<file path="config.mk">
export PLATFORM = sky130hd
export DESIGN_NAME = alu_seq_flat
export DESIGN_NICKNAME = d
export VERILOG_FILES = /design/src/rtl/alu_seq_if.sv /design/src/rtl/alu_seq.sv /design/src/flat_wrapper.sv
export SDC_FILE = /design/constraint.sdc
export NUM_CORES = 1
export LEC_CHECK = 0
export ABC_AREA = 1
export ABC_CLOCK_PERIOD_IN_PS = 6600
export CORE_MARGIN = 1.5
export CORE_UTILIZATION = 30
export DETAILED_ROUTE_END_ITERATION = 16
export PLACE_DENSITY = 0.5
export SYNTH_ARGS = -nofsm -noshare
export SYNTH_HDL_FRONTEND = slang
export SYNTH_SLANG_ARGS = --single-unit
export TNS_END_PERCENT = 30
</file>
<file path="constraint.sdc">
create_clock -name clk -period 6.6 [get_ports clk]
set_clock_uncertainty 0.1 [all_clocks]
set_input_delay 1.32 -clock clk [delete_from_list [all_inputs] [get_ports clk]]
set_output_delay 1.32 -clock clk [all_outputs]
set_load 0.05 [all_outputs]
</file>
<file path="src/rtl/alu_seq_if.sv">
// Request/response channel between the datapath and the sequential ALU responder.
interface alu_seq_if;
  logic        req_valid;
  logic        req_ready;
  logic [5:0]  req_alufn;
  logic [31:0] req_a;
  logic [31:0] req_b;
  logic        rsp_valid;
  logic        rsp_ready;
  logic [31:0] rsp_alu;
  logic        rsp_z;
  logic        rsp_v;
  logic        rsp_n;
  logic        rsp_illegal;

  modport master (
    output req_valid, req_alufn, req_a, req_b, rsp_ready,
    input  req_ready, rsp_valid, rsp_alu, rsp_z, rsp_v, rsp_n, rsp_illegal
  );

  modport slave (
    input  req_valid, req_alufn, req_a, req_b, rsp_ready,
    output req_ready, rsp_valid, rsp_alu, rsp_z, rsp_v, rsp_n, rsp_illegal
  );
endinterface

</file>
<file path="src/rtl/alu_seq.sv">
// Handshaked 32-bit ALU responder; single-cycle ops plus an optional iterative shift-add MUL
// compiled in when ALU_SEQ_MUL_EN is defined (otherwise alufn 000010 decodes as illegal).
module alu_seq (
  input logic      clk,
  input logic      reset,
  alu_seq_if.slave bus
);
  localparam logic [5:0] OpAdd   = 6'b000000;
  localparam logic [5:0] OpSub   = 6'b000001;
  localparam logic [5:0] OpAnd   = 6'b011000;
  localparam logic [5:0] OpOr    = 6'b011110;
  localparam logic [5:0] OpXor   = 6'b010110;
  localparam logic [5:0] OpA     = 6'b011010;
  localparam logic [5:0] OpShl   = 6'b100000;
  localparam logic [5:0] OpShr   = 6'b100001;
  localparam logic [5:0] OpSra   = 6'b100011;
  localparam logic [5:0] OpCmpeq = 6'b110011;
  localparam logic [5:0] OpCmplt = 6'b110101;
  localparam logic [5:0] OpCmple = 6'b110111;
`ifdef ALU_SEQ_MUL_EN
  localparam logic [5:0] OpMul   = 6'b000010;

  typedef enum logic [1:0] {StIdle, StBusy, StDone} state_e;
`else
  typedef enum logic [1:0] {StIdle, StDone} state_e;
`endif

  state_e      state_q, state_d;
  logic [31:0] alu_q, alu_d;
  logic        z_q, z_d, v_q, v_d, n_q, n_d, ill_q, ill_d;
  logic        req_ready, accept;

  logic [31:0] b_eff, sum, res;
  logic        sub, ovf, use_sum, illegal, res_z, res_v, res_n;
`ifdef ALU_SEQ_MUL_EN
  logic [31:0] a_q, a_d, b_q, b_d, acc_q, acc_d;
  logic [4:0]  cnt_q, cnt_d;
  logic        is_mul;
`endif

  // Every opcode except ADD uses the adder as a - b (SUB and the compares).
  always_comb begin
    sub     = (bus.req_alufn != OpAdd);
    b_eff   = sub ? ~bus.req_b : bus.req_b;
    sum     = bus.req_a + b_eff + {31'd0, sub};
    ovf     = (bus.req_a[31] == b_eff[31]) && (sum[31] != bus.req_a[31]);
    res     = '0;
    use_sum = 1'b0;
    illegal = 1'b0;
`ifdef ALU_SEQ_MUL_EN
    is_mul  = 1'b0;
`endif
    case (bus.req_alufn)
      OpAdd, OpSub: begin res = sum; use_sum = 1'b1; end
      OpAnd:        res = bus.req_a & bus.req_b;
      OpOr:         res = bus.req_a | bus.req_b;
      OpXor:        res = bus.req_a ^ bus.req_b;
      OpA:          res = bus.req_a;
      OpShl:        res = bus.req_a << bus.req_b[4:0];
      OpShr:        res = bus.req_a >> bus.req_b[4:0];
      OpSra:        res = $signed(bus.req_a) >>> bus.req_b[4:0];
      OpCmpeq:      begin res = {31'd0, sum == 32'd0}; use_sum = 1'b1; end
      OpCmplt:      begin res = {31'd0, sum[31] ^ ovf}; use_sum = 1'b1; end
      OpCmple:      begin res = {31'd0, (sum[31] ^ ovf) | (sum == 32'd0)}; use_sum = 1'b1; end
`ifdef ALU_SEQ_MUL_EN
      OpMul:        is_mul = 1'b1;
`endif
      default:      illegal = 1'b1;
    endcase
    res_z = use_sum ? (sum == 32'd0) : (res == 32'd0);
    res_n = use_sum ? sum[31] : res[31];
    res_v = use_sum & ovf;
  end

  always_comb begin
    state_d = state_q;
    alu_d   = alu_q;
    z_d     = z_q;
    v_d     = v_q;
    n_d     = n_q;
    ill_d   = ill_q;
`ifdef ALU_SEQ_MUL_EN
    a_d     = a_q;
    b_d     = b_q;
    acc_d   = acc_q;
    cnt_d   = cnt_q;
`endif
    req_ready = (state_q == StIdle) | ((state_q == StDone) & bus.rsp_ready);
    accept    = bus.req_valid & req_ready;

    case (state_q)
      StDone: if (bus.rsp_ready) state_d = StIdle;
`ifdef ALU_SEQ_MUL_EN
      StBusy: begin
        acc_d = acc_q + (b_q[cnt_q] ? (a_q << cnt_q) : 32'd0);
        cnt_d = cnt_q + 5'd1;
        if (cnt_q == 5'd31) begin
          state_d = StDone;
          alu_d   = acc_d;
          z_d     = (acc_d == 32'd0);
          v_d     = 1'b0;
          n_d     = acc_d[31];
          ill_d   = 1'b0;
        end
      end
`endif
      default: ;
    endcase

    // An accept overrides the DONE->IDLE handoff so back-to-back requests see no bubble.
    if (accept) begin
      state_d = StDone;
      alu_d   = res;
      z_d     = res_z;
      v_d     = res_v;
      n_d     = res_n;
      ill_d   = illegal;
`ifdef ALU_SEQ_MUL_EN
      if (is_mul) begin
        state_d = StBusy;
        a_d     = bus.req_a;
        b_d     = bus.req_b;
        acc_d   = '0;
        cnt_d   = '0;
      end
`endif
    end
  end

  always_ff @(posedge clk) begin
    if (reset) begin
      state_q <= StIdle;
      alu_q   <= '0;
      z_q     <= 1'b0;
      v_q     <= 1'b0;
      n_q     <= 1'b0;
      ill_q   <= 1'b0;
`ifdef ALU_SEQ_MUL_EN
      a_q     <= '0;
      b_q     <= '0;
      acc_q   <= '0;
      cnt_q   <= '0;
`endif
    end else begin
      state_q <= state_d;
      alu_q   <= alu_d;
      z_q     <= z_d;
      v_q     <= v_d;
      n_q     <= n_d;
      ill_q   <= ill_d;
`ifdef ALU_SEQ_MUL_EN
      a_q     <= a_d;
      b_q     <= b_d;
      acc_q   <= acc_d;
      cnt_q   <= cnt_d;
`endif
    end
  end

  assign bus.req_ready   = req_ready;
  assign bus.rsp_valid   = (state_q == StDone);
  assign bus.rsp_alu     = alu_q;
  assign bus.rsp_z       = z_q;
  assign bus.rsp_v       = v_q;
  assign bus.rsp_n       = n_q;
  assign bus.rsp_illegal = ill_q;
endmodule

</file>
<file path="src/flat_wrapper.sv">
// flat-port wrapper written by rule: the top's interface ports become plain ports
module alu_seq_flat 
  (clk, reset, bus_req_valid, bus_req_alufn, bus_req_a, bus_req_b, bus_rsp_ready, bus_req_ready, bus_rsp_valid, bus_rsp_alu, bus_rsp_z, bus_rsp_v, bus_rsp_n, bus_rsp_illegal);
  alu_seq_if bus_i ();
  input logic clk;
  input logic reset;
  input wire logic [$bits(bus_i.req_valid)-1:0] bus_req_valid;
  input wire logic [$bits(bus_i.req_alufn)-1:0] bus_req_alufn;
  input wire logic [$bits(bus_i.req_a)-1:0] bus_req_a;
  input wire logic [$bits(bus_i.req_b)-1:0] bus_req_b;
  input wire logic [$bits(bus_i.rsp_ready)-1:0] bus_rsp_ready;
  output wire logic [$bits(bus_i.req_ready)-1:0] bus_req_ready;
  output wire logic [$bits(bus_i.rsp_valid)-1:0] bus_rsp_valid;
  output wire logic [$bits(bus_i.rsp_alu)-1:0] bus_rsp_alu;
  output wire logic [$bits(bus_i.rsp_z)-1:0] bus_rsp_z;
  output wire logic [$bits(bus_i.rsp_v)-1:0] bus_rsp_v;
  output wire logic [$bits(bus_i.rsp_n)-1:0] bus_rsp_n;
  output wire logic [$bits(bus_i.rsp_illegal)-1:0] bus_rsp_illegal;
  assign bus_i.req_valid = bus_req_valid;
  assign bus_i.req_alufn = bus_req_alufn;
  assign bus_i.req_a = bus_req_a;
  assign bus_i.req_b = bus_req_b;
  assign bus_i.rsp_ready = bus_rsp_ready;
  assign bus_req_ready = bus_i.req_ready;
  assign bus_rsp_valid = bus_i.rsp_valid;
  assign bus_rsp_alu = bus_i.rsp_alu;
  assign bus_rsp_z = bus_i.rsp_z;
  assign bus_rsp_v = bus_i.rsp_v;
  assign bus_rsp_n = bus_i.rsp_n;
  assign bus_rsp_illegal = bus_i.rsp_illegal;
  alu_seq u_core (.clk(clk), .reset(reset), .bus(bus_i));
endmodule
</file>
==> impl_metrics.env, run 1 <==
export IMPL_status="finished, final reports clean"
export IMPL_wl_per_cell_um=21.0
export IMPL_grt_first_pass_wirelength_mm=77.6
export IMPL_yosysWarnings=0
export IMPL_drive_above_1_share_pct=4.79
export IMPL_period_minus_slack_ps=5890
export IMPL_timing_rr_end="u_core.bus.rsp_alu[14]$_SDFFE_PP0P_"
export IMPL_synth_cells=1967
export IMPL_synth_edf_count=0
export IMPL_place_congestion=1.03
export IMPL_setup_tns_ps=0
export IMPL_antennaDiodeCount=0
export IMPL_crit_arrival_ps=6010
export IMPL_synth_commonest_cells="nand2_1 (636), nand3_1 (338), inv_1 (235)"
export IMPL_firstDrtPassIters=6
export IMPL_hp_start="u_core.bus.rsp_v$_SDFFE_PP0P_"
export IMPL_async_flop_share_pct=0
export IMPL_critical_path_class="in -> reg"
export IMPL_rows=67
export IMPL_ff_latch_area_um2=741
export IMPL_drt_drc_violations_left=0
export IMPL_synthTopCellsByArea="nand2_1 (23%), nand3_1 (16%), ha_1 (12%)"
export IMPL_r2r_cells=6
export IMPL_clkSinkCount=37
export IMPL_die_w_um=189
export IMPL_period_share_pct=89.3
export IMPL_synth_flop_cell="dfxtp_1"
export IMPL_gr_total_overflow=0
export IMPL_area_delta_synth_final_pct=15.0
export IMPL_holdPathEnd="u_core.bus.rsp_v$_SDFFE_PP0P_"
export IMPL_whs_path_depth=2
export IMPL_ys_ff_latch=37
export IMPL_critical_path_top_delay_family="simple AND/OR/NAND/NOR gates"
export IMPL_cpMaxStageDelayCell="clkdlybuf4s50_1"
export IMPL_grt_pass1_vias=12700
export IMPL_hold_slack_ps=367
export IMPL_max_stage_delay_ps=610
export IMPL_hpwl_mm=42.7
export IMPL_max_freq_ghz=0.170
export IMPL_ir_worst_vdd_uv=114
export IMPL_post_synth_top_count_cell="nand2_1"
export IMPL_avgViaCountPerCell=5.38
export IMPL_cts_max_path_buffers=2
export IMPL_r2r_start="u_core.state_q[0]$_SDFFE_PP0P_"
export IMPL_drtAntennaViolNets=0
export IMPL_cp_num_buf_inv=3
export IMPL_tritoncts="done"
export IMPL_core_um2=33800
export IMPL_crit_required_ps=6720
export IMPL_drv_cap=0
export IMPL_grt_max_degree=70
export IMPL_worst_slew_pin_slew_ps=1130
export IMPL_leakagePower_nw=6.44
export IMPL_final_nets=2195
export IMPL_multi_input_comb_area_um2=8250
export IMPL_netlist_cell_type_count=49
export IMPL_fill_cells=3884
export IMPL_setup_reg_to_reg_worst_slack_ps=4240
export IMPL_totalWireLength_mm=51.9
export IMPL_die_area_um2=35700
export IMPL_relSlewSlack_pct=24.9
export IMPL_drv_slew=0
export IMPL_synth_top_area_share_pct=23.0
export IMPL_start_util_pct=30.7
export IMPL_drtIter0Drc=1305
export IMPL_antenna_found_initial=0
export IMPL_vias=13300
export IMPL_rsz0062_at_grt="false"
export IMPL_cts_root_buf="clkbuf_16"
export IMPL_crit_fanout=32
export IMPL_min_path_type="reg -> reg"
export IMPL_synth_top_area_cell="nand2_1"
export IMPL_io_pins=112
export IMPL_io_buffers=111
export IMPL_crit_top_cell="nor2_1"
export IMPL_cp_end_kind="flip-flop"
export IMPL_path_clk_slew_ps=60
export IMPL_chipHeight_um=189
export IMPL_synth_area_um2=10400
export IMPL_htree_num_levels=2
export IMPL_crit_path_start_kind="input port"
export IMPL_postCtsHoldBufs=0
export IMPL_setup_viol=0
export IMPL_cts_inserted_buffers=5
export IMPL_insertion_delay_ps=280
export IMPL_grtUsageTotal_pct=28.7
export IMPL_p_per_area_nw_per_um2=119
export IMPL_hold_viol=0
export IMPL_syn_area_per_cell_um2=5.28
export IMPL_syn_nets=2140
export IMPL_seq_area_frac_synth_pct=7.14
==> power breakdown <==
part | internal (mW) | switching (mW) | total, mW
Combinational | 0.263 | 0.594 | 0.857
Clock | 0.218 | 0.0977 | 0.315
Sequential | 0.239 | 0.00902 | 0.248
==> state kept, by name, indices dropped and copies added, names as in the netlist <==
signal                  count
u_core.bus.rsp_alu         32
u_core.bus.rsp_illegal      1
u_core.bus.rsp_n            1
u_core.bus.rsp_v            1
u_core.bus.rsp_z            1
u_core.state_q              1
==> what timing repair did <==
item | 4_1_cts | 5_1_grt
setup endpoints to repair | 0 | 1
setup buffers | 0 | 0
endpoints found under the hold margin | 0 | 0
gates resized for setup | 0 | 1
==> cell families (layout without fill, tap and decap cells) <==
kind of cell | count (synthesis) | in the layout | share of synthesized area [%]
compound gates | 207 | 207 | 11.6
xor+xnor | 37 | 37 | 3.12
fa+ha+maj | 99 | 99 | 12.1
buf+inv | 331 | 387 | 13.4
flops | 37 | 37 | 7.14
simple gates | 1256 | 1256 | 52.6
==> metal layers <==
layer / global-route usage [%] / routed length, um
met5: 0 / 0
met4: 9.89 / 1910
met3: 2.26 / 3400
met2: 46.8 / 23300
met1: 39.6 / 23300
==> metrics by stage <==
stage | total power [mW] | instance area, um^2 | instances | util (%) | setup slack, ps
2_1_floorplan | 0.791 | 10400 | 1967 | - | 1460
3_3_place_gp | 1.10 | 11700 | 2463 | 34.7 | 461
3_5_place_dp | 1.09 | 11700 | 2463 | 34.7 | 391
4_1_cts | 1.41 | 11900 | 2471 | 35.3 | 679
5_1_grt | 1.52 | 11900 | 2471 | 35.3 | 112
6_report | 1.42 | 11900 | 2471 | 35.3 | 708
==> layout by cell type, fill, tap and decap left out, drive strengths merged, types with 2 or more instances in the layout <==
cell type,Yosys,final
buf,62,22
o31ai,2,2
o22ai,15,15
o21ai,70,70
a31oi,3,3
nor3,17,17
clkdlybuf4s50,0,109
a211oi,7,7
ha,97,97
dfxtp,37,37
nor4,2,2
bufinv,0,2
nand2,671,671
o21bai,8,8
and2,5,5
nor2,186,186
nand3b,11,11
clkbuf,21,5
o21a,3,3
a21o,2,2
o211ai,20,20
nand4,20,20
xor2,36,36
o2111ai,2,2
nand3,342,342
clkinv,2,2
a21oi,70,70
inv,246,247
fa,2,2
==> tightest hold or removal path: stages, from the launching register on <==
cell and delay [ps]:
dfxtp_1 310, nand2_1 60, a21oi_1 50
==> worst max path at each step <==
| stage | start | end | depth (start not counted) |
|---|---|---|---|
| 5_1_grt | bus_req_alufn[3] | u_core.bus.rsp_z$_SDFFE_PP0P_ | 27 |
| 4_1_cts | bus_req_alufn[3] | u_core.bus.rsp_z$_SDFFE_PP0P_ | 28 |
| 3_5_place_dp | bus_req_alufn[3] | u_core.bus.rsp_z$_SDFFE_PP0P_ | 28 |
| 3_3_place_gp | bus_req_alufn[3] | u_core.bus.rsp_z$_SDFFE_PP0P_ | 27 |
| 2_1_floorplan | bus_req_alufn[1] | u_core.bus.rsp_z$_SDFFE_PP0P_ | 26 |
| 6_report | bus_req_alufn[3] | u_core.bus.rsp_z$_SDFFE_PP0P_ | 28 |
==> cell type report <==
type                    instances  share of cell area, %
well taps                     448                   4.70
multi-input cells            1599                   69.1
clock buffers                   5                   1.05
clock inverters                 3                  0.577
repair buffers                131                   10.5
inverters                     248                   7.82
flip-flops and latches         37                   6.21
No activity file was read; power rests on OpenSTA's default activity.
==> run 2: changes to the inputs <==
--- a/config.mk
+++ b/config.mk
@@ -7,9 +7,11 @@
 export LEC_CHECK = 0
 export ABC_AREA = 1
 export ABC_CLOCK_PERIOD_IN_PS = 6600
+export CAP_MARGIN = 10
 export CORE_MARGIN = 1.5
 export CORE_UTILIZATION = 30
 export DETAILED_ROUTE_END_ITERATION = 16
+export GPL_TIMING_DRIVEN = 0
 export PLACE_DENSITY = 0.5
 export SYNTH_ARGS = -nofsm -noshare
 export SYNTH_HDL_FRONTEND = slang
==> run 2 against run 1 <==
Against the previous run: routed wire length is 21% higher; sequential share of layout area is 0.16 points lower; critical path type unchanged; utilization increased by 0.96 points; flip-flop and latch count unchanged; critical path depth grew 1; worst hold slack gained 10 ps; sequential power about the same; die area unchanged; worst setup slack worse by 520 ps.
==> impl_metrics.env, run 2 (synthesized netlist as in run 1, its figures left out) <==
export IMPL_status="finished, final reports clean"
export IMPL_htree_num_levels=2
export IMPL_wl_per_cell_um=24.7
export IMPL_grtUsageTotal_pct=34.4
export IMPL_critical_path_top_delay_family="simple AND/OR/NAND/NOR gates"
export IMPL_placed_cell_area_um2=12000
export IMPL_grt_max_degree=17
export IMPL_firstDrtPassIters=7
export IMPL_period_share_pct=97.1
export IMPL_gr_total_overflow=0
export IMPL_period_minus_slack_ps=6410
export IMPL_max_stage_delay_ps=590
export IMPL_cts_root_buf="clkbuf_16"
export IMPL_start_util_pct=30.7
export IMPL_cts_inserted_buffers=5
export IMPL_tritoncts="done"
export IMPL_final_cell_mix="nand2_1 (636), nand3_1 (338), inv_1 (235), nor2_1 (172), clkdlybuf4s50_1 (111)"
export IMPL_chipHeight_um=189
export IMPL_place_inst=2526
export IMPL_final_cell_count_no_fill=2533
export IMPL_cts_max_path_buffers=2
export IMPL_worst_slack_ps=189
export IMPL_place_congestion=1.03
export IMPL_die_w_um=189
export IMPL_p_per_area_nw_per_um2=114
export IMPL_min_path_type="reg -> reg"
export IMPL_fin_area_um2=12300
export IMPL_crit_required_ps=6720
export IMPL_critical_path_class="in -> reg"
export IMPL_postLayoutCoreUtil_pct=36.3
export IMPL_grt_pass1_vias=13400
export IMPL_grt_first_pass_wirelength_mm=89.8
export IMPL_drive_above_1_share_pct=6.67
export IMPL_hpwl_mm=53.1
export IMPL_drv_slew=0
export IMPL_io_pins=112
export IMPL_io_buffers=111
export IMPL_worst_slew_pin_slew_ps=1000
export IMPL_crit_fanout=10
export IMPL_rows=67
export IMPL_path_clk_slew_ps=60
export IMPL_avgViaCountPerCell=5.43
export IMPL_mostFrequentLayoutCell="nand2_1"
export IMPL_clkSinkCount=37
export IMPL_drv_cap=0
export IMPL_leakagePower_nw=6.60
export IMPL_drtAntennaViolNets=0
export IMPL_drt_drc_violations_left=0
export IMPL_pre_cts_ws_ps=-548
export IMPL_largest_reg_flops=32
export IMPL_antenna_found_initial=0
export IMPL_setup_tns_ps=0
export IMPL_hold_viol=0
export IMPL_max_freq_ghz=0.156
export IMPL_ir_worst_vdd_uv=108
export IMPL_rsz0062_at_grt="false"
export IMPL_setup_viol=0
export IMPL_core_um2=33800
export IMPL_die_area_um2=35700
export IMPL_drtIter0Drc=1124
export IMPL_antennaDiodeCount=0
export IMPL_cp_num_buf_inv=6
export IMPL_cpMaxStageDelayCell="fa_1"
export IMPL_area_delta_synth_final_pct=18.1
export IMPL_postCtsHoldBufs=0
export IMPL_relSlewSlack_pct=33.2
export IMPL_totalWireLength_mm=62.6
export IMPL_cp_end_kind="flip-flop"
export IMPL_crit_arrival_ps=6530
export IMPL_final_nets=2257
export IMPL_crit_path_start_kind="input port"
export IMPL_vias=13700
export IMPL_insertion_delay_ps=280
[run 2: worst register-to-register path: cells and delay by family, from the launching register on]
| family | cells | cell delay, ps |
|---|---|---|
| AND/OR/NAND/NOR | 6 | 690 |
| AO/OA/AOI/OAI | 4 | 970 |
| flip-flops | 1 | 310 |
[run 2: layout make-up]
class / instances / area (um^2)
clock inverters: 3 / 17.5
plain buffers: 81 / 469
multi-input cells: 1599 / 8280
repair buffers: 112 / 1120
well taps: 448 / 561
inverters: 248 / 936
fillers: 3949 / 21500
flip-flops and latches: 37 / 741
clock buffers: 5 / 125
[run 2: worst paths after layout]
path,cells after the start,startpoint,slack [ps],endpoint
worst min register to register,2,u_core.bus.rsp_n$_SDFFE_PP0P_,380,u_core.bus.rsp_n$_SDFFE_PP0P_
worst max register to register,10,u_core.state_q[0]$_SDFFE_PP0P_,4450,u_core.bus.rsp_z$_SDFFE_PP0P_
worst min-delay path,2,u_core.bus.rsp_n$_SDFFE_PP0P_,380,u_core.bus.rsp_n$_SDFFE_PP0P_
worst max-delay path,29,bus_req_b[2],190,u_core.bus.rsp_z$_SDFFE_PP0P_
[run 2: per-stage QoR]
step	power, mW	hold WS [ps]
3_3_place_gp	1.14	361
4_1_cts	1.38	368
5_1_grt	1.48	383
2_1_floorplan	0.791	592
3_5_place_dp	1.14	360
6_report	1.40	377
[run 2: timing repair]
action,CTS,global route
gates cloned,0,0
gates resized for setup,5,18
endpoints found under the setup margin,2,2
buffers inserted,0,1
pin swaps,0,1
[run 2: power breakdown]
group | switching [mW] | leakage (nW) | internal (mW) | total, mW
sequential | 0.00859 | 0.305 | 0.239 | 0.247
combinational | 0.639 | 6.23 | 0.276 | 0.915
clock | 0.0948 | 0.0696 | 0.138 | 0.233
total | 0.743 | 6.60 | 0.653 | 1.40
[run 2: metal layers]
layer	part of all wire (%)	global-route usage [%]
met5	0	0
met4	6.3	19.3
met3	5.6	4.54
met2	46	58.4
met1	42	41.9
